### src/rtl/wide_add_seq_if.sv
// Request/result bundle for the wide add/subtract sequencer.
// Latency is set by the sequencer, not this bundle; it only carries the signals.
// Both directions use valid/ready; nothing transfers unless valid and ready are both high.
interface wide_add_seq_if #(
    parameter int WORDS = 4
);
    localparam int W = 16 * WORDS;

    logic         in_valid;
    logic         in_ready;
    logic [W-1:0] in_a;
    logic [W-1:0] in_b;
    logic         in_sub;
    logic         out_valid;
    logic         out_ready;
    logic [W-1:0] out_sum;
    logic         out_cout;
    logic         out_ovf;

    // Requester / result consumer side
    modport master (
        output in_valid, in_a, in_b, in_sub, out_ready,
        input  in_ready, out_valid, out_sum, out_cout, out_ovf
    );

    // Sequencer side
    modport slave (
        input  in_valid, in_a, in_b, in_sub, out_ready,
        output in_ready, out_valid, out_sum, out_cout, out_ovf
    );
endinterface

### src/rtl/wide_add_seq.sv
// 16-bit carry-lookahead adder: four 4-bit groups with group generate/propagate lookahead.
// Purely combinational, zero cycles.
// No flow control; callers own the handshake.
module csa16_cla (
    input  logic [15:0] a,
    input  logic [15:0] b,
    input  logic        cin,
    output logic [15:0] y,
    output logic        cout
);
    logic [15:0] p;
    logic [15:0] g;
    logic [15:0] c;
    logic [3:0]  gp;
    logic [3:0]  gg;
    logic [4:0]  gc;

    // Bit P/G, group P/G, lookahead group carries, then ripple inside each 4-bit group
    always_comb begin
        p = a ^ b;
        g = a & b;
        for (int k = 0; k < 4; k++) begin
            gp[k] = &p[4*k +: 4];
            gg[k] = g[4*k+3]
                  | (p[4*k+3] & g[4*k+2])
                  | (p[4*k+3] & p[4*k+2] & g[4*k+1])
                  | (p[4*k+3] & p[4*k+2] & p[4*k+1] & g[4*k]);
        end
        gc[0] = cin;
        gc[1] = gg[0] | (gp[0] & cin);
        gc[2] = gg[1] | (gp[1] & gg[0]) | (gp[1] & gp[0] & cin);
        gc[3] = gg[2] | (gp[2] & gg[1]) | (gp[2] & gp[1] & gg[0])
              | (gp[2] & gp[1] & gp[0] & cin);
        gc[4] = gg[3] | (gp[3] & gg[2]) | (gp[3] & gp[2] & gg[1])
              | (gp[3] & gp[2] & gp[1] & gg[0]) | (gp[3] & gp[2] & gp[1] & gp[0] & cin);
        c = '0;
        for (int k = 0; k < 4; k++) begin
            c[4*k] = gc[k];
            for (int i = 0; i < 3; i++) begin
                c[4*k+i+1] = g[4*k+i] | (p[4*k+i] & c[4*k+i]);
            end
        end
        y    = p ^ c;
        cout = gc[4];
    end
endmodule

// Multi-precision add/subtract: one shared 16-bit adder, one word per cycle, LSW first.
// Result valid exactly WORDS cycles after accept; request period WORDS+2 with out_ready high.
// in_ready only in IDLE; result held stable in DONE until out_ready.
module wide_add_seq #(
    parameter int WORDS = 4
) (
    input  logic          clk,
    input  logic          rst_n,
    wide_add_seq_if.slave bus
);
    localparam int W     = 16 * WORDS;
    localparam int IDX_W = $clog2(WORDS);

    typedef enum logic [1:0] {
        IDLE = 2'd0,
        RUN  = 2'd1,
        DONE = 2'd2
    } state_t;

    state_t          state;
    state_t          state_nxt;
    logic [W-1:0]    a_sh;
    logic [W-1:0]    b_sh;
    logic [W-17:0]   res_sh;
    logic [W-1:0]    res_nxt;
    logic            carry;
    logic [IDX_W-1:0] idx;
    logic [15:0]     add_y;
    logic            add_cout;
    logic            accept;
    logic            last;
    logic            ovf_w;

    // Adder sees registered operands only, never the input ports
    csa16_cla u_add (
        .a    (a_sh[15:0]),
        .b    (b_sh[15:0]),
        .cin  (carry),
        .y    (add_y),
        .cout (add_cout)
    );

    assign bus.in_ready  = (state == IDLE) & rst_n;
    assign bus.out_valid = (state == DONE);
    assign accept        = bus.in_valid & bus.in_ready;
    assign last          = (idx == IDX_W'(WORDS - 1));
    // New word enters at the top; on the last word this is the full result
    assign res_nxt       = {add_y, res_sh};
    // On the last word a_sh/b_sh[15] are the operand sign bits (B already inverted for sub)
    assign ovf_w         = (a_sh[15] == b_sh[15]) & (add_y[15] != a_sh[15]);

    // State register
    always_ff @(posedge clk) begin
        if (!rst_n) begin
            state <= IDLE;
        end else begin
            state <= state_nxt;
        end
    end

    // Next-state: IDLE -> RUN on accept, RUN -> DONE on last word, DONE -> IDLE on out_ready
    always_comb begin
        state_nxt = state;
        case (state)
            IDLE:    if (accept) state_nxt = RUN;
            RUN:     if (last) state_nxt = DONE;
            DONE:    if (bus.out_ready) state_nxt = IDLE;
            default: state_nxt = IDLE;
        endcase
    end

    // Operand capture, per-word shifting, and result registration on the final word
    always_ff @(posedge clk) begin
        if (!rst_n) begin
            a_sh         <= '0;
            b_sh         <= '0;
            res_sh       <= '0;
            carry        <= 1'b0;
            idx          <= '0;
            bus.out_sum  <= '0;
            bus.out_cout <= 1'b0;
            bus.out_ovf  <= 1'b0;
        end else begin
            case (state)
                IDLE: begin
                    if (accept) begin
                        a_sh  <= bus.in_a;
                        b_sh  <= bus.in_sub ? ~bus.in_b : bus.in_b;
                        carry <= bus.in_sub;
                        idx   <= '0;
                    end
                end
                RUN: begin
                    carry  <= add_cout;
                    a_sh   <= a_sh >> 16;
                    b_sh   <= b_sh >> 16;
                    res_sh <= res_nxt[W-1:16];
                    idx    <= idx + 1'b1;
                    if (last) begin
                        bus.out_sum  <= res_nxt;
                        bus.out_cout <= add_cout;
                        bus.out_ovf  <= ovf_w;
                    end
                end
                default: ;
            endcase
        end
    end
endmodule

### src/flat_wrapper.sv
// flat-port wrapper written by rule: the top's interface ports become plain ports
module wide_add_seq_flat 
#(
    parameter int WORDS = 4
)
  (clk, rst_n, bus_in_valid, bus_in_a, bus_in_b, bus_in_sub, bus_out_ready, bus_in_ready, bus_out_valid, bus_out_sum, bus_out_cout, bus_out_ovf);
  wide_add_seq_if #(.WORDS(WORDS)) bus_i ();
  input  logic clk;
  input  logic rst_n;
  input wire logic [$bits(bus_i.in_valid)-1:0] bus_in_valid;
  input wire logic [$bits(bus_i.in_a)-1:0] bus_in_a;
  input wire logic [$bits(bus_i.in_b)-1:0] bus_in_b;
  input wire logic [$bits(bus_i.in_sub)-1:0] bus_in_sub;
  input wire logic [$bits(bus_i.out_ready)-1:0] bus_out_ready;
  output wire logic [$bits(bus_i.in_ready)-1:0] bus_in_ready;
  output wire logic [$bits(bus_i.out_valid)-1:0] bus_out_valid;
  output wire logic [$bits(bus_i.out_sum)-1:0] bus_out_sum;
  output wire logic [$bits(bus_i.out_cout)-1:0] bus_out_cout;
  output wire logic [$bits(bus_i.out_ovf)-1:0] bus_out_ovf;
  assign bus_i.in_valid = bus_in_valid;
  assign bus_i.in_a = bus_in_a;
  assign bus_i.in_b = bus_in_b;
  assign bus_i.in_sub = bus_in_sub;
  assign bus_i.out_ready = bus_out_ready;
  assign bus_in_ready = bus_i.in_ready;
  assign bus_out_valid = bus_i.out_valid;
  assign bus_out_sum = bus_i.out_sum;
  assign bus_out_cout = bus_i.out_cout;
  assign bus_out_ovf = bus_i.out_ovf;
  wide_add_seq #(.WORDS(WORDS)) u_core (.clk(clk), .rst_n(rst_n), .bus(bus_i));
endmodule
### config.mk
export PLATFORM = sky130hd
export DESIGN_NAME = wide_add_seq_flat
export DESIGN_NICKNAME = d
export VERILOG_FILES = /design/src/rtl/wide_add_seq_if.sv /design/src/rtl/wide_add_seq.sv /design/src/flat_wrapper.sv
export SDC_FILE = /design/constraint.sdc
export NUM_CORES = 1
export LEC_CHECK = 0
export CAP_MARGIN = 0
export CORE_ASPECT_RATIO = 1.1
export CORE_UTILIZATION = 47
export DETAILED_ROUTE_END_ITERATION = 12
export GPL_TIMING_DRIVEN = 1
export PLACE_DENSITY = 0.82
export SLEW_MARGIN = 15
export SYNTH_ARGS = -nofsm -noshare
export SYNTH_HDL_FRONTEND = slang
export SYNTH_SLANG_ARGS = --single-unit
### constraint.sdc
create_clock -name clk -period 3.3 [get_ports clk]
set_input_delay 0.33 -clock clk [delete_from_list [all_inputs] [get_ports clk]]
set_output_delay 0.33 -clock clk [all_outputs]
set_load 0.01 [all_outputs]
Word level (Yosys, flattened, before mapping)
Cells that the tools add are included.
Cells by class
  shift-type cells: 0
  mux-type cells: 13
  magnitude comparators: 0
  bitwise operators: 89
  $mul: 0
  $add $sub $neg: 1
  reduce and logical (&&, ||, !) cells: 9
  equality and inequality tests: 8
  div/mod/pow operators: 0
Operator list (number)
  64-bit case mux with 2 select lines: 2
  64-bit 2-to-1 mux: 3
  64-bit inverter: 1
  1-bit AND: 51
  1-bit OR: 34
  16-bit bitwise XOR: 2
  16-bit AND: 1
  4-bit AND reduction: 4
  2-bit 2-to-1 mux: 4
  2-bit case mux with 3 select lines: 1
  2-bit == test, second input constant: 2
  2-bit by 1-bit != test with 1-bit output, second input constant: 2
  2-bit case mux with 2 select lines: 1
  2-bit AND reduction: 2
  3-bit AND reduction: 1
  2-bit by 1-bit adder with 2-bit output, second input constant: 1
  2-bit by 1-bit == test with 1-bit output, second input constant: 1
  2-bit zero test: 1
  2-bit != test, second input constant: 1
  1-bit case mux with 2 select lines: 1
  2-bit nonzero test: 1
  1-bit == test: 1
  1-bit 2-to-1 mux: 1
  1-bit != test: 1
Word-level totals
  bits in latches: 0
  output and inout port bits: 68
  register bits after elaboration: 247
  memories: 0
  logic and storage cells: 129
  bits of input ports: 133
  RAM bits: 0
  bits in read-only memories: 0

Longest topological paths before layout
  depth in word-level cells: 18
  depth in mapped cells: 13
  gate-level depth less buffers: 13

Hierarchy
A second synthesis with hierarchy kept.
Second synthesis, totals
  cells, all modules: 1286
  area total of the unflattened synthesis: 10637.7 µm²
Modules (own cells, without submodules)
  wide_add_seq: cells each 1213, sequential area each 4944.7 µm², times used 1, area each 9947.0 µm²
  csa16_cla: cells each 73, sequential area each 0.0 µm², times used 1, area each 690.7 µm²

Least setup slack after synthesis
OpenSTA, ideal clock, no wires.
  path kind: reg2reg
  from: register u_core.b_sh[0]
  to: register u_core.bus.out_ovf
  cell stages (with the launch flop): 14
  arrival: 3162 ps
  clock period less this slack: 3290 ps
  path buffers: 0
  library setup time: 128 ps
  slack: 10 ps
  data required time: 3172 ps
  cells stage by stage: dfxtp_1 > ha_1 > a21oi_1 > nor2_1 > or3_1 > a21oi_1 > o31ai_1 > fa_1 > fa_1 > fa_1 > xnor2_1 > nor3_1 > a21oi_1 > nor2_1
Between the ends
  cells in the longest elaborated chain, start to end: 15
  elaborated cells on any way between the ends: 19
  those cells by class: eq/ne: 1; bitwise: 17; reduce/logical: 1
Ends and longest elaborated chain
  start: declaration: RTL line wide_add_seq.sv:70  | logic [W-1:0] b_sh;
  start signal: assignment: RTL line wide_add_seq.sv:135  | b_sh <= bus.in_sub ? ~bus.in_b : bus.in_b;
  start signal: assignment: RTL line wide_add_seq.sv:143  | b_sh <= b_sh >> 16;
  16-bit AND: RTL line wide_add_seq.sv:21  | g = a & b;
  1-bit AND: RTL line wide_add_seq.sv:27  | | (p[4*k+3] & p[4*k+2] & p[4*k+1] & g[4*k]);
  1-bit OR: RTL line wide_add_seq.sv:27
  1-bit AND: RTL line wide_add_seq.sv:32  | gc[3] = gg[2] | (gp[2] & gg[1]) | (gp[2] & gp[1] & gg[0])
  1-bit OR: RTL line wide_add_seq.sv:32
  1-bit OR (*): RTL line wide_add_seq.sv:33  | | (gp[2] & gp[1] & gp[0] & cin);
  1-bit AND (*): RTL line wide_add_seq.sv:40  | c[4*k+i+1] = g[4*k+i] | (p[4*k+i] & c[4*k+i]);
  1-bit OR (*): RTL line wide_add_seq.sv:40
  1-bit AND (*): RTL line wide_add_seq.sv:40
  1-bit OR (*): RTL line wide_add_seq.sv:40
  1-bit AND (*): RTL line wide_add_seq.sv:40
  1-bit OR (*): RTL line wide_add_seq.sv:40
  16-bit bitwise XOR (*): RTL line wide_add_seq.sv:43  | y = p ^ c;
  1-bit != test (*): RTL line wide_add_seq.sv:97  | assign ovf_w = (a_sh[15] == b_sh[15]) & (add_y[15] != a_sh[15]);
  1-bit AND (*): RTL line wide_add_seq.sv:97
  end signal: assignment: RTL line wide_add_seq.sv:149  | bus.out_ovf <= ovf_w;
  end: declaration: RTL line wide_add_seq_if.sv:29  | output in_ready, out_valid, out_sum, out_cout, out_ovf
Every way passes the cells marked *; elsewhere a longest branch is shown, timed or not.
A chain may end at the register's enable or synchronous reset.

Worst setup path after layout
  from: register u_core.b_sh[2]
  to: register u_core.bus.out_sum[58]
Between the ends
  cells in the longest elaborated chain, start to end: 13
  elaborated cells on any way between the ends: 21
  those cells by class: bitwise: 20; reduce/logical: 1
Ends and longest elaborated chain
  16-bit AND or 16-bit bitwise XOR (tied branches): RTL line wide_add_seq.sv:21, wide_add_seq.sv:20
  1-bit AND (on tied branches): RTL line wide_add_seq.sv:25, wide_add_seq.sv:26, wide_add_seq.sv:27
  1-bit OR (tied with other cells): RTL line wide_add_seq.sv:25  | | (p[4*k+3] & g[4*k+2])
  1-bit OR or 1-bit AND (tied branches): RTL line wide_add_seq.sv:26, wide_add_seq.sv:27
  1-bit OR: RTL line wide_add_seq.sv:27
  1-bit AND: RTL line wide_add_seq.sv:31  | gc[2] = gg[1] | (gp[1] & gg[0]) | (gp[1] & gp[0] & cin);
  1-bit OR: RTL line wide_add_seq.sv:31
  1-bit OR (*): RTL line wide_add_seq.sv:31
  1-bit AND (*): RTL line wide_add_seq.sv:40
  1-bit OR (*): RTL line wide_add_seq.sv:40
  1-bit AND (*): RTL line wide_add_seq.sv:40
  1-bit OR (*): RTL line wide_add_seq.sv:40
  16-bit bitwise XOR (*): RTL line wide_add_seq.sv:43
  end signal: assignment: RTL line wide_add_seq.sv:147  | bus.out_sum <= res_nxt;
  end: declaration: RTL line wide_add_seq_if.sv:29
Marks and branches as above.

==> qor.yml <==
syn_nets: 1369
drt-total-wl_um: 26300
cp_slowest_cell: "fa_1"
drc: 0
io_pins: 201
fmax_mhz: 309
grt_usage: 0.234
syn_inst: 1207
drive_gt1_frac: 0.0664
r2r_end: "u_core.bus.out_sum[58]"
clockRootBuffer: "clkbuf_16"
finalNonFillerCells: 1660
outcome: "finished, final reports clean"
p_leak_nw: 4.63
antenna_found_initial: 0
grt_pass1_wl_um: 41700
cp_max_fo: 2
grt_use_met3: 0.0548
cp-startpoint: "u_core.b_sh[2]"
final_cell_mix: "nand2_1 (288), dfxtp_1 (242), clkdlybuf4s50_1 (198)"
rows: 56
cts.sinks: 247
min_period_over_period: 0.982
reg2reg_depth: 11
reg2reg_slack_ps: 60
grt_use_met1: 0.287
multi_input_area_mm2: 0.00486
gp_congestion: 0.907
floorplan.initialDensity: 0.480
required_ps: 3730
ant_nets: 0
grt_max_degree: 78
synth_top_area_frac: 0.484
drv_cap: 0
final_common_cell: "nand2_1"
grt.met2_usage: 0.402
setup_ws_ps: 60.2
grt_pass1_vias: 8273
hold_start: "bus_in_a[61]"
cp-start-kind: "flip-flop"
die_x_um: 143
n_antenna_cell: 0
num_vias: 8903
finalHoldViolCount: 0
drv_slew: 0
synth.area.top_cells: "dfxtp_1 (48%), nand2_1 (11%), a21oi_1 (9.0%), nor2_1 (4.4%), o221ai_1 (4.1%)"
synth_area_mm2: 0.0102
drt-vias-per-instance: 5.36
grt_busiest_layer: "met2"
ys_seq_area_frac: 0.484
yosysWarnings: 0
final_core_util: 0.622
synth.largest_area_cell: "dfxtp_1"
dieArea_mm2: 0.0223
cts_max_path_buffers: 3
hpwl_um: 17700
post-place-ws_ps: -263
finalPower_mw: 6.91
final_nets: 1518
fp.dieH_um: 157
p_per_area_mw_per_mm2: 522
design_area_mm2: 0.0132
ir_drop_v: 0.000470
clk_latency_ps: 520
setup_viol: 0
drt-initial-drc-count: 618
synth_xor_area_frac: 0.0591
synth_compound_area_frac: 0.194
synth_seq_cells: 247
synth_top_family_by_area: "compound AO/OA/AOI/OAI gates"
dp.cells: 1617
dr.pass1.iters: 6
period_needed_ps: 3240
worstPathCellList: "ha_4 > a21oi_2 > nor2b_1 > or3_4 > a21oi_4 > o21ai_1 > fa_2 > fa_1 > inv_1 > fa_2 > a211oi_1"
syn_to_final_growth_pct: 29.7
regArea_mm2: 0.00495
fin_tns_setup_ps: 0
cpMostUsedCell: "fa_2"
slowest_delay_ps: 450
coreArea_mm2: 0.0213
crit_type: "flip-flop to flip-flop"
overflow: 0
fill_cells: 1793
holdWs_ps: 353
synth_ff_type: "dfxtp_1"
wire_per_inst_um: 15.9
synth_simple_gate_area_frac: 0.165
maxSlewHeadroom: 0.364
async_flop_share: 0
tightestPinTransition_ps: 955
crit_path_end_kind: "flip-flop"
muxShareOfSynthArea: 0
synth-edff-count: 0
numCtsBuffers: 25
rsz0062_at_grt: "true"
synth_fa_ha_area_frac: 0.0443
h-tree-depth: 1
fin_skew_ps: 15.5
ys_types: 35
hold_path.class: "input port to flip-flop"
avgSynthCellArea_um2: 8.47
r2r-start: "u_core.b_sh[2]"
clk_pin_slew_ps: 60
postPlaceCellArea_mm2: 0.0123
numPortBuffers: 200
crit_end: "u_core.bus.out_sum[58]"
critPathArrivalTime_ps: 3670
cts_tree: "built"
[Yosys cell counts, drive strengths merged (17+ instances only)]
master  count
nand2     290
dfxtp     247
a21oi     184
nor2      122
buf        60
a22oi      48
o221ai     48
xor2       48
clkbuf     38
a211oi     26
xnor2      21
ha         17
[area by class of cell]
type	instances	share of cell area
well taps	290	0.0274
inverters	14	0.00416
clock buffers	29	0.0491
clock inverters	12	0.0143
repair buffers	220	0.165
multi-input cells	848	0.367
flip-flops and latches	247	0.374
[cell families after synthesis]
logic type,count (synthesis)
buf+inv,112
xor+xnor,69
compound gates,317
simple gates,433
flops,247
fa+ha+maj,29
[sequential cells by signal, summed over array words and instances (netlist names)]
signal / count
u_core.bus.out_cout: 1
u_core.idx: 2
u_core.state: 2
u_core.a_sh: 64
u_core.res_sh: 48
u_core.bus.out_ovf: 1
u_core.b_sh: 64
u_core.carry: 1
u_core.bus.out_sum: 64
[timing repair]
action,CTS,global route
cloned,0,0
gates resized for setup,6,19
hold buffers,0,0
setup buffers,0,2
pin swaps,2,12
endpoints found under the setup margin,9,7
[worst min-delay path by stage]
stage / to / slack (ps) / cells after the start
after detailed placement: u_core.bus.out_sum[9] / 440 / 2
after floorplan: u_core.bus.out_sum[0] / 430 / 2
after CTS: u_core.a_sh[61] / 340 / 3
after global placement: u_core.bus.out_sum[15] / 440 / 2
after global routing: u_core.a_sh[57] / 360 / 3
final: u_core.a_sh[61] / 350 / 3
[routing by layer]
metal  vias up  wire length [um]  part of all wire
met5         -                 0                 0
met1      4146             10600              0.40
met2       325             13000              0.49
li1       4385                 -                 -
met4         0               777             0.030
met3        47              1950             0.074
[critical path: cells and delay by family, from the launching register on]
family | cells | cell delay [ps]
AOI/OAI and AO/OA | 4 | 670
adders and majority gates | 4 | 1530
buffers and inverters | 1 | 130
DFF | 1 | 390
and+or+nand+nor | 2 | 430
[where the power goes]
part	leakage [nW]	internal [mW]	switching, mW
Clock	0.417	1.79	1.14
Combinational	2.20	0.360	0.424
Sequential	2.01	3.11	0.0913
(Power assumes the default switching activity.)
